**src/rtl/and_chain_pipe.sv**
```systemverilog
// rtl/and_chain_pipe.sv - pipelined AND chain, one register stage per AND term, valid/ready on both ends
// Optional registered parity output out_par when AND_CHAIN_PIPE_PARITY_EN is defined.
module and_chain_pipe #(
    parameter int WIDTH = 8,
    parameter int DEPTH = 3,
    parameter int CNT_W = 16
) (
    input  logic                   clk,
    input  logic                   rst,
    input  logic                   in_valid,
    output logic                   in_ready,
    input  logic [WIDTH-1:0]       in_data,
    input  logic [DEPTH*WIDTH-1:0] in_mask,
    output logic                   out_valid,
    input  logic                   out_ready,
    output logic [WIDTH-1:0]       out_data,
`ifdef AND_CHAIN_PIPE_PARITY_EN
    output logic                   out_par,
`endif
    output logic [CNT_W-1:0]       out_count
);

    // Stage k keeps only masks k+1..DEPTH, packed back to back: a triangular store.
    function automatic int moff(input int k);
        return WIDTH * (k * DEPTH - (k * (k - 1)) / 2);
    endfunction

    localparam int MT = WIDTH * DEPTH * (DEPTH + 1) / 2;

    logic [DEPTH:0]            r_valid;
    logic [DEPTH:0][WIDTH-1:0] r_data;
    logic [MT-1:0]             r_msk;
    logic [CNT_W-1:0]          r_count;

    logic [DEPTH:0]            w_adv;
    logic [DEPTH:0]            w_vin;
    logic [DEPTH:0]            w_load;
    logic [DEPTH:0]            w_valid_nxt;
    logic [DEPTH:0][WIDTH-1:0] w_data_nxt;
    logic [MT-1:0]             w_msk_nxt;

    genvar k;
    generate
        for (k = 0; k <= DEPTH; k++) begin : g_stage
            // A stage moves when it is empty or every stage after it is able to move.
            assign w_adv[k]       = ~(&r_valid[DEPTH:k]) | out_ready;
            assign w_load[k]      = w_adv[k] & w_vin[k];
            assign w_valid_nxt[k] = w_adv[k] ? w_vin[k] : r_valid[k];

            if (k == 0) begin : g_head
                assign w_vin[k]      = in_valid;
                assign w_data_nxt[k] = w_load[k] ? in_data : r_data[k];
                assign w_msk_nxt[0 +: DEPTH*WIDTH] =
                    w_load[k] ? in_mask : r_msk[0 +: DEPTH*WIDTH];
            end else begin : g_term
                localparam int PO = moff(k - 1);
                assign w_vin[k]      = r_valid[k-1];
                assign w_data_nxt[k] =
                    w_load[k] ? (r_data[k-1] & r_msk[PO +: WIDTH]) : r_data[k];
                if (k < DEPTH) begin : g_fwd
                    localparam int MO = moff(k);
                    localparam int MW = (DEPTH - k) * WIDTH;
                    assign w_msk_nxt[MO +: MW] =
                        w_load[k] ? r_msk[PO + WIDTH +: MW] : r_msk[MO +: MW];
                end
            end
        end
    endgenerate

    always_ff @(posedge clk) begin
        if (rst) begin
            r_valid <= '0;
            r_data  <= '0;
            r_msk   <= '0;
            r_count <= '0;
        end else begin
            r_valid <= w_valid_nxt;
            r_data  <= w_data_nxt;
            r_msk   <= w_msk_nxt;
            if (r_valid[DEPTH] && out_ready) begin
                r_count <= r_count + CNT_W'(1);
            end
        end
    end

`ifdef AND_CHAIN_PIPE_PARITY_EN
    logic             r_par;
    logic [WIDTH-1:0] w_last;

    assign w_last = r_data[DEPTH-1] & r_msk[moff(DEPTH - 1) +: WIDTH];

    always_ff @(posedge clk) begin
        if (rst) begin
            r_par <= 1'b0;
        end else if (w_load[DEPTH]) begin
            r_par <= ^w_last;
        end
    end

    assign out_par = r_par;
`endif

    assign in_ready  = w_adv[0];
    assign out_valid = r_valid[DEPTH];
    assign out_data  = r_data[DEPTH];
    assign out_count = r_count;

endmodule
```
**config.mk**
```make
export PLATFORM = sky130hd
export DESIGN_NAME = and_chain_pipe
export DESIGN_NICKNAME = d
export VERILOG_FILES = /design/src/rtl/and_chain_pipe.sv
export SDC_FILE = /design/constraint.sdc
export NUM_CORES = 1
export LEC_CHECK = 0
export CAP_MARGIN = 20
export CORE_MARGIN = 1.5
export CORE_UTILIZATION = 30
export DETAILED_ROUTE_END_ITERATION = 8
export PLACE_DENSITY_LB_ADDON = 0.08
export SETUP_SLACK_MARGIN = 0.02
export SYNTH_ARGS = -nofsm -noshare
export SYNTH_HDL_FRONTEND = slang
export SYNTH_SLANG_ARGS = --single-unit
```
**constraint.sdc**
```tcl
create_clock -name clk -period 1.5 [get_ports clk]
set_clock_uncertainty 0.05 [all_clocks]
set_input_delay 0.375 -clock clk [delete_from_list [all_inputs] [get_ports clk]]
set_output_delay 0.375 -clock clk [all_outputs]
set_load 0.005 [all_outputs]
```
==> results of run 1 <==
## layout make-up
cell class / count / area, µm²
fillers: 1220 / 6400
repair buffers: 119 / 1290
clock buffers: 12 / 236
clock inverters: 4 / 48.8
flip-flops and latches: 100 / 2030
inverters: 4 / 15.0
well taps: 168 / 210
multi-input cells: 316 / 1830
## cell usage after synthesis (all sizes together) (2+ instances only)
| library cell | instances |
|---|---|
| a21oi | 89 |
| and2 | 3 |
| and4 | 3 |
| buf | 18 |
| clkbuf | 18 |
| dfxtp | 100 |
| inv | 4 |
| nand2 | 142 |
| nand3 | 31 |
| nand4 | 7 |
| nor2 | 12 |
| nor2b | 2 |
| o21ai | 4 |
| or3 | 3 |
| xor2 | 10 |
## tightest hold or removal path, cell delays in order, from the launching register on
cell and delay, ps:
dfxtp_1 310, nand2_1 50, a21oi_1 50
## kinds of logic (layout without fill, tap and decap cells)
group | count (synthesis) | in the layout
adders and majority gates | 1 | 1
xor gates and xnor gates | 11 | 11
and+or+nand+nor | 209 | 209
DFF | 100 | 100
buffers and inverters | 40 | 139
AOI/OAI and AO/OA | 95 | 95
## power groups by stage
| stage | logic (W) | clock network (W) | registers (W) |
|---|---|---|---|
| floorplan | 0.000163 | 0 | 0.00280 |
| global placement | 0.000341 | 0 | 0.00281 |
| detailed placement | 0.000345 | 0 | 0.00281 |
| CTS | 0.000465 | 0.00234 | 0.00276 |
| global route | 0.000544 | 0.00245 | 0.00277 |
| finish | 0.000507 | 0.00229 | 0.00277 |
## stage by stage
step           setup TNS, ps  setup WS, ps
2_1_floorplan              0          24.4
3_3_place_gp          -44500          -614
3_5_place_dp          -46260          -629
4_1_cts                -2880          -128
5_1_grt                -3050          -106
6_report                -833         -66.8
## how the worst max path moves through the flow
stage / cells after the start / slack (ps) / startpoint / endpoint
3_5_place_dp: 4 / -630 / out_ready / in_ready
4_1_cts: 3 / -130 / r_valid[3] / in_ready
6_report: 3 / -70 / r_valid[3] / in_ready
3_3_place_gp: 4 / -610 / out_ready / in_ready
2_1_floorplan: 5 / 20 / out_ready / out_count[14]
5_1_grt: 3 / -110 / r_valid[3] / in_ready
## metal layers
metal  GRT usage (%)  wire length [µm]
met1            21.1              4940
met2            25.9              4960
met3            2.12               437
met4            6.92               193
met5               0                 0
## state kept, by name, summed over array words and instances (netlist names)
name       count
r_msk         48
out_count     16
out_data       8
r_data        24
r_valid        4
## timing repair
item                       4_1_cts  5_1_grt
setup endpoints to repair      117       85
cloned                           4        7
pin swaps                       69       20
setup buffers                   17        5
gates resized for setup        127       40
==> impl_metrics.json, run 1 <==
{
  "drtAntennaViolNets": 0,
  "clk_latency_ps": 340,
  "async_reset_ff_share_pct": 0,
  "synthTopCellsByArea": "dfxtp_1 (54%), nand2_1 (14%), a21oi_1 (12%)",
  "drv_slew": 0,
  "final_cells": 723,
  "grt_usage_pct": 15.9,
  "totalWireLength_um": 10500,
  "globalplace.congestion": 0.734,
  "vdd_drop_max_v": 0.000658,
  "synth_edf_count": 0,
  "grt_max_degree": 101,
  "max_freq_mhz": 638,
  "layout_common_cells": "nand2_1 (111), dfxtp_1 (79), a21oi_1 (63), clkdlybuf4s50_1 (33), buf_4 (31)",
  "cts_tree": "built",
  "yosys.area.top_type": "dfxtp_1",
  "critPathArrivalTime_ps": 1140,
  "clockBufferDepth": 2,
  "synth-compound-area-share_pct": 13.1,
  "status": "complete, but fails checks",
  "critPathMaxFanout": 3,
  "hold_ws_ps": 396,
  "crit_type": "flip-flop to output port",
  "hp-start": "out_data[4]",
  "drive_gt1_share_pct": 30.8,
  "synth_top_area_share_pct": 53.6,
  "crit_chain": "and3b_2 > nand3_2 > buf_2",
  "switching_power_w": 0.00129,
  "drt_iter0_markers": 157,
  "timing.rr.end": "r_data[2]",
  "violations": "setup timing",
  "placed_cell_area_mm2": 0.00467,
  "cap_violations": 0,
  "fin_crit_ps": 1570,
  "reg2regPathDepth": 7,
  "worst_path_largest_cell_delay_ps": 360,
  "end_kind": "output port",
  "synthFlopType": "dfxtp_1",
  "synth_xor_area_share_pct": 2.58,
  "relSlewSlack_pct": 66.5,
  "total_power_w": 0.00556,
  "p_seq_share_pct": 49.8,
  "core_mm2": 0.0121,
  "ys_seq_elements": 100,
  "setup_violations": 37,
  "die_y_um": 115,
  "p_leak_nw": 2.19,
  "hp-class": "flip-flop to flip-flop",
  "slowest_stage": "dfxtp_2",
  "rows": 40,
  "ys_seq_area_share_pct": 53.6,
  "htreeDepth": 3,
  "powerDensity_mw_per_mm2": 982,
  "grt_pass1_vias": 3243,
  "ioPinCount": 62,
  "cts.sinks": 100,
  "cts_hold_buf": 0,
  "swShare_pct": 23.2,
  "final_nets": 587,
  "root_buffer": "clkbuf_16",
  "rsz0062_at_grt": "true",
  "synth_area_mm2": 0.00373,
  "critical-path-top-delay-family": "flip-flops",
  "antenna_found_initial": 0,
  "synth.mux.area_fraction_pct": 0,
  "fin_area_mm2": 0.00566,
  "firstDrtPassIters": 4,
  "num_vias": 3384,
  "intPower_w": 0.00427,
  "comb_power_share_pct": 9.1,
  "utilization_pct": 47.0,
  "fin_crit_sh_pct": 104,
  "min_to": "out_data[4]",
  "cts_buffers": 9,
  "die_x_um": 115,
  "min_path_cells": 2,
  "drc_errors": 0,
  "initial_core_util_pct": 31.0,
  "worstPathBufferInverterCount": 1,
  "area_delta_synth_final_pct": 51.7,
  "synth_top_family_by_area": "simple AND/OR/NAND/NOR gates",
  "synthAdderAreaFrac_pct": 0.335,
  "tightest_slew_ps": 502,
  "synthSimpleGateAreaFrac_pct": 24.5,
  "portBuffers": 61,
  "rrSetupSlack_ps": -40,
  "synth_warnings": 0,
  "clockPowerShare_pct": 41.1,
  "syn_inst": 456,
  "r2r_start": "r_valid[3]",
  "dp.final_hpwl_um": 5750,
  "syn-num-nets": 493,
  "ys_types": 34,
  "n_antenna_cell": 0,
  "clkTransAtPathRegs_ps": 70,
  "critPathLaunchType": "flip-flop",
  "place_inst": 680,
  "grt-ovfl-total": 0,
  "hold_viol": 0,
  "setup_ws_ps": -66.8,
  "cp.required_ps": 1070,
  "syn_area_per_cell_um2": 8.19,
  "dieArea_mm2": 0.0131,
  "layout_commonest_cell": "nand2_1",
  "vias_per_cell": 4.68,
  "routedWlPerCell_um": 14.6,
  "grt_pass1_wl_um": 16100
}
No activity file was read; power rests on OpenSTA's default activity.
==> inputs of run 2 (changes only) <==
- SLEW_MARGIN: unset -> 10
==> results of run 2 <==
The final DEF is identical to that of run 1; final timing and power are the same.
==> inputs of run 3 (changes only) <==
- CELL_PAD_IN_SITES_DETAIL_PLACEMENT: unset -> 0
- CELL_PAD_IN_SITES_GLOBAL_PLACEMENT: unset -> 2
- CORE_MARGIN: 1.5 -> 3
- clock period: 1.5 -> 1.9 ns (I/O delays scaled with it)
==> run 3 against run 2 <==
- global-route usage is 1.7 points lower
- largest power group unchanged
- setup slack better by 140 ps
- the run now ends clean
- worst hold slack improved by 4.8 ps
- total power shrank 27%
- largest cell class unchanged
- sequential cell count stayed put
- sequential share of layout area is 4.2 points higher
- cell area decreased by 12%
- combinational power fell by 39%
- clock power fell by 31%
- die area rose by 5.3%
- highest routed layer unchanged
- non-clock buffer count down 30
==> impl_metrics.json, run 3 (synthesis gave the netlist of run 1 again) <==
{
  "globalplace.congestion": 0.745,
  "setup_violations": 0,
  "powerDensity_mw_per_mm2": 813,
  "routedWlPerCell_um": 14.0,
  "cap_violations": 0,
  "clkTransAtPathRegs_ps": 60,
  "highest_layer": "met4",
  "core_mm2": 0.0121,
  "multi_input_area_mm2": 0.00154,
  "met1Wirelength_um": 4850,
  "place_ws_ps": -403,
  "switching_power_w": 0.000904,
  "drt_iter0_markers": 178,
  "fillers": 1277,
  "firstDrtPassIters": 4,
  "place_inst": 668,
  "setup_ws_ps": 76.9,
  "tightest_slew_ps": 516,
  "crit_type": "flip-flop to output port",
  "drtAntennaViolNets": 0,
  "root_buffer": "clkbuf_16",
  "relSlewSlack_pct": 65.6,
  "total_power_w": 0.00406,
  "totalWireLength_um": 9630,
  "vias_per_cell": 4.55,
  "rows": 40,
  "critPathLaunchType": "flip-flop",
  "dieArea_mm2": 0.0138,
  "critPathArrivalTime_ps": 1300,
  "cts_buffers": 9,
  "ioPinCount": 62,
  "cts_tree": "built",
  "r2r_start": "r_valid[2]",
  "reg2regPathDepth": 8,
  "clockBufferDepth": 2,
  "cp.required_ps": 1370,
  "rrSetupSlack_ps": 110,
  "hp-class": "flip-flop to flip-flop",
  "area_delta_synth_final_pct": 33.8,
  "vdd_drop_max_v": 0.000349,
  "dp.final_hpwl_um": 5840,
  "intPower_w": 0.00316,
  "fin_crit_ps": 1820,
  "layout_common_cells": "nand2_1 (142), dfxtp_1 (98), a21oi_1 (87), clkdlybuf4s50_1 (57), nand3_1 (29)",
  "antenna_found_initial": 0,
  "final_cells": 688,
  "drv_slew": 0,
  "grt_max_degree": 101,
  "drive_gt1_share_pct": 10.0,
  "fin_crit_sh_pct": 96.0,
  "critPathMaxFanout": 5,
  "grt_usage_pct": 14.2,
  "startpoint": "out_count[1]",
  "utilization_pct": 41.3,
  "drc_errors": 0,
  "num_vias": 3129,
  "clk_latency_ps": 340,
  "portBuffers": 61,
  "max_freq_mhz": 549,
  "swShare_pct": 22.3,
  "end_kind": "output port",
  "die_x_um": 118,
  "layout_commonest_cell": "nand2_1",
  "grt_pass1_vias": 2988,
  "p_leak_nw": 1.77,
  "clockPowerShare_pct": 38.8,
  "largest_reg_flops": 48,
  "wl_met3_um": 334,
  "initial_core_util_pct": 30.8,
  "cts.sinks": 100,
  "timing.rr.end": "r_msk[2]",
  "p_seq_share_pct": 53.6,
  "crit_path_end": "out_count[1]",
  "seqCellArea_mm2": 0.00200,
  "cts_hold_buf": 0,
  "wl_met2_um": 4270,
  "die_y_um": 118,
  "regMostFlops": "r_msk",
  "htreeDepth": 3,
  "hold_viol": 0,
  "grt-ovfl-total": 0,
  "status": "completed",
  "grt_pass1_wl_um": 15700,
  "final_nets": 557,
  "comb_power_share_pct": 7.6,
  "n_antenna_cell": 0,
  "rsz0062_at_grt": "false"
}
[run 3: cell count changes in the layout (fill, tap and decap cells not counted), moves of 7 or more]
| cell | change |
|---|---|
| buf_6 | -8 |
| clkdlybuf4s15_1 | -7 |
| clkdlybuf4s50_1 | +24 |
| dlygate4sd2_1 | -16 |
| a21oi_2 | -23 |
| dfxtp_2 | -17 |
| buf_4 | -17 |
| nand2_4 | -15 |
| nand2_2 | -16 |
| a21oi_1 | +24 |
| nand2_1 | +31 |
| dfxtp_1 | +19 |
[run 3: worst min path at each step]
| stage | start | to | slack (ps) | depth (start not counted) |
|---|---|---|---|---|
| final | r_data[17] | r_data[17] | 400 | 2 |
| after global routing | r_data[18] | r_data[18] | 420 | 2 |
| after CTS | r_msk[16] | r_msk[32] | 400 | 2 |
| after detailed placement | r_msk[16] | r_msk[32] | 390 | 2 |
| after global placement | out_data[7] | out_data[7] | 390 | 2 |
| after floorplan | r_msk[8] | r_msk[24] | 380 | 2 |
[run 3: critical path, stage by stage, from the launching register on]
cell	delay, ps
dfxtp_1	330
buf_4	140
clkdlybuf4s50_1	500
[run 3: stage by stage]
stage                     hold WS [ps]  cell area (µm²)  setup TNS [ps]
after global placement             389             4580          -14740
after CTS                          403             4970               0
final                              401             5000               0
after global routing               423             5000               0
after detailed placement           393             4580          -16450
after floorplan                    379             3730               0
[run 3: metal layers]
layer	track usage (%)	up-vias
met5	0	-
li1	-	1635
met4	6.15	0
met2	22.0	58
met1	19.4	1425
met3	2.45	11
[run 3: timing repair]
| item | 4_1_cts | 5_1_grt |
|---|---|---|
| setup buffers | 5 | 1 |
| pin swaps | 1 | 1 |
| endpoints found under the setup margin | 1 | 6 |
| resized for setup | 11 | 5 |
| gates cloned | 3 | 0 |
[run 3: power by group through the flow]
stage | Sequential, W | Clock [W] | Combinational, W
6_report | 0.00218 | 0.00158 | 0.000308
5_1_grt | 0.00218 | 0.00170 | 0.000341
4_1_cts | 0.00217 | 0.00164 | 0.000311
3_5_place_dp | 0.00222 | 0 | 0.000269
3_3_place_gp | 0.00222 | 0 | 0.000267
2_1_floorplan | 0.00221 | 0 | 0.000129
[run 3: layout make-up]
type / count / share of cell area [%]
flip-flops and latches: 100 / 40.1
multi-input cells: 316 / 30.7
repair buffers: 89 / 20.0
clock buffers: 10 / 4.58
well taps: 168 / 4.21
inverters: 4 / 0.300
clock inverters: 1 / 0.100
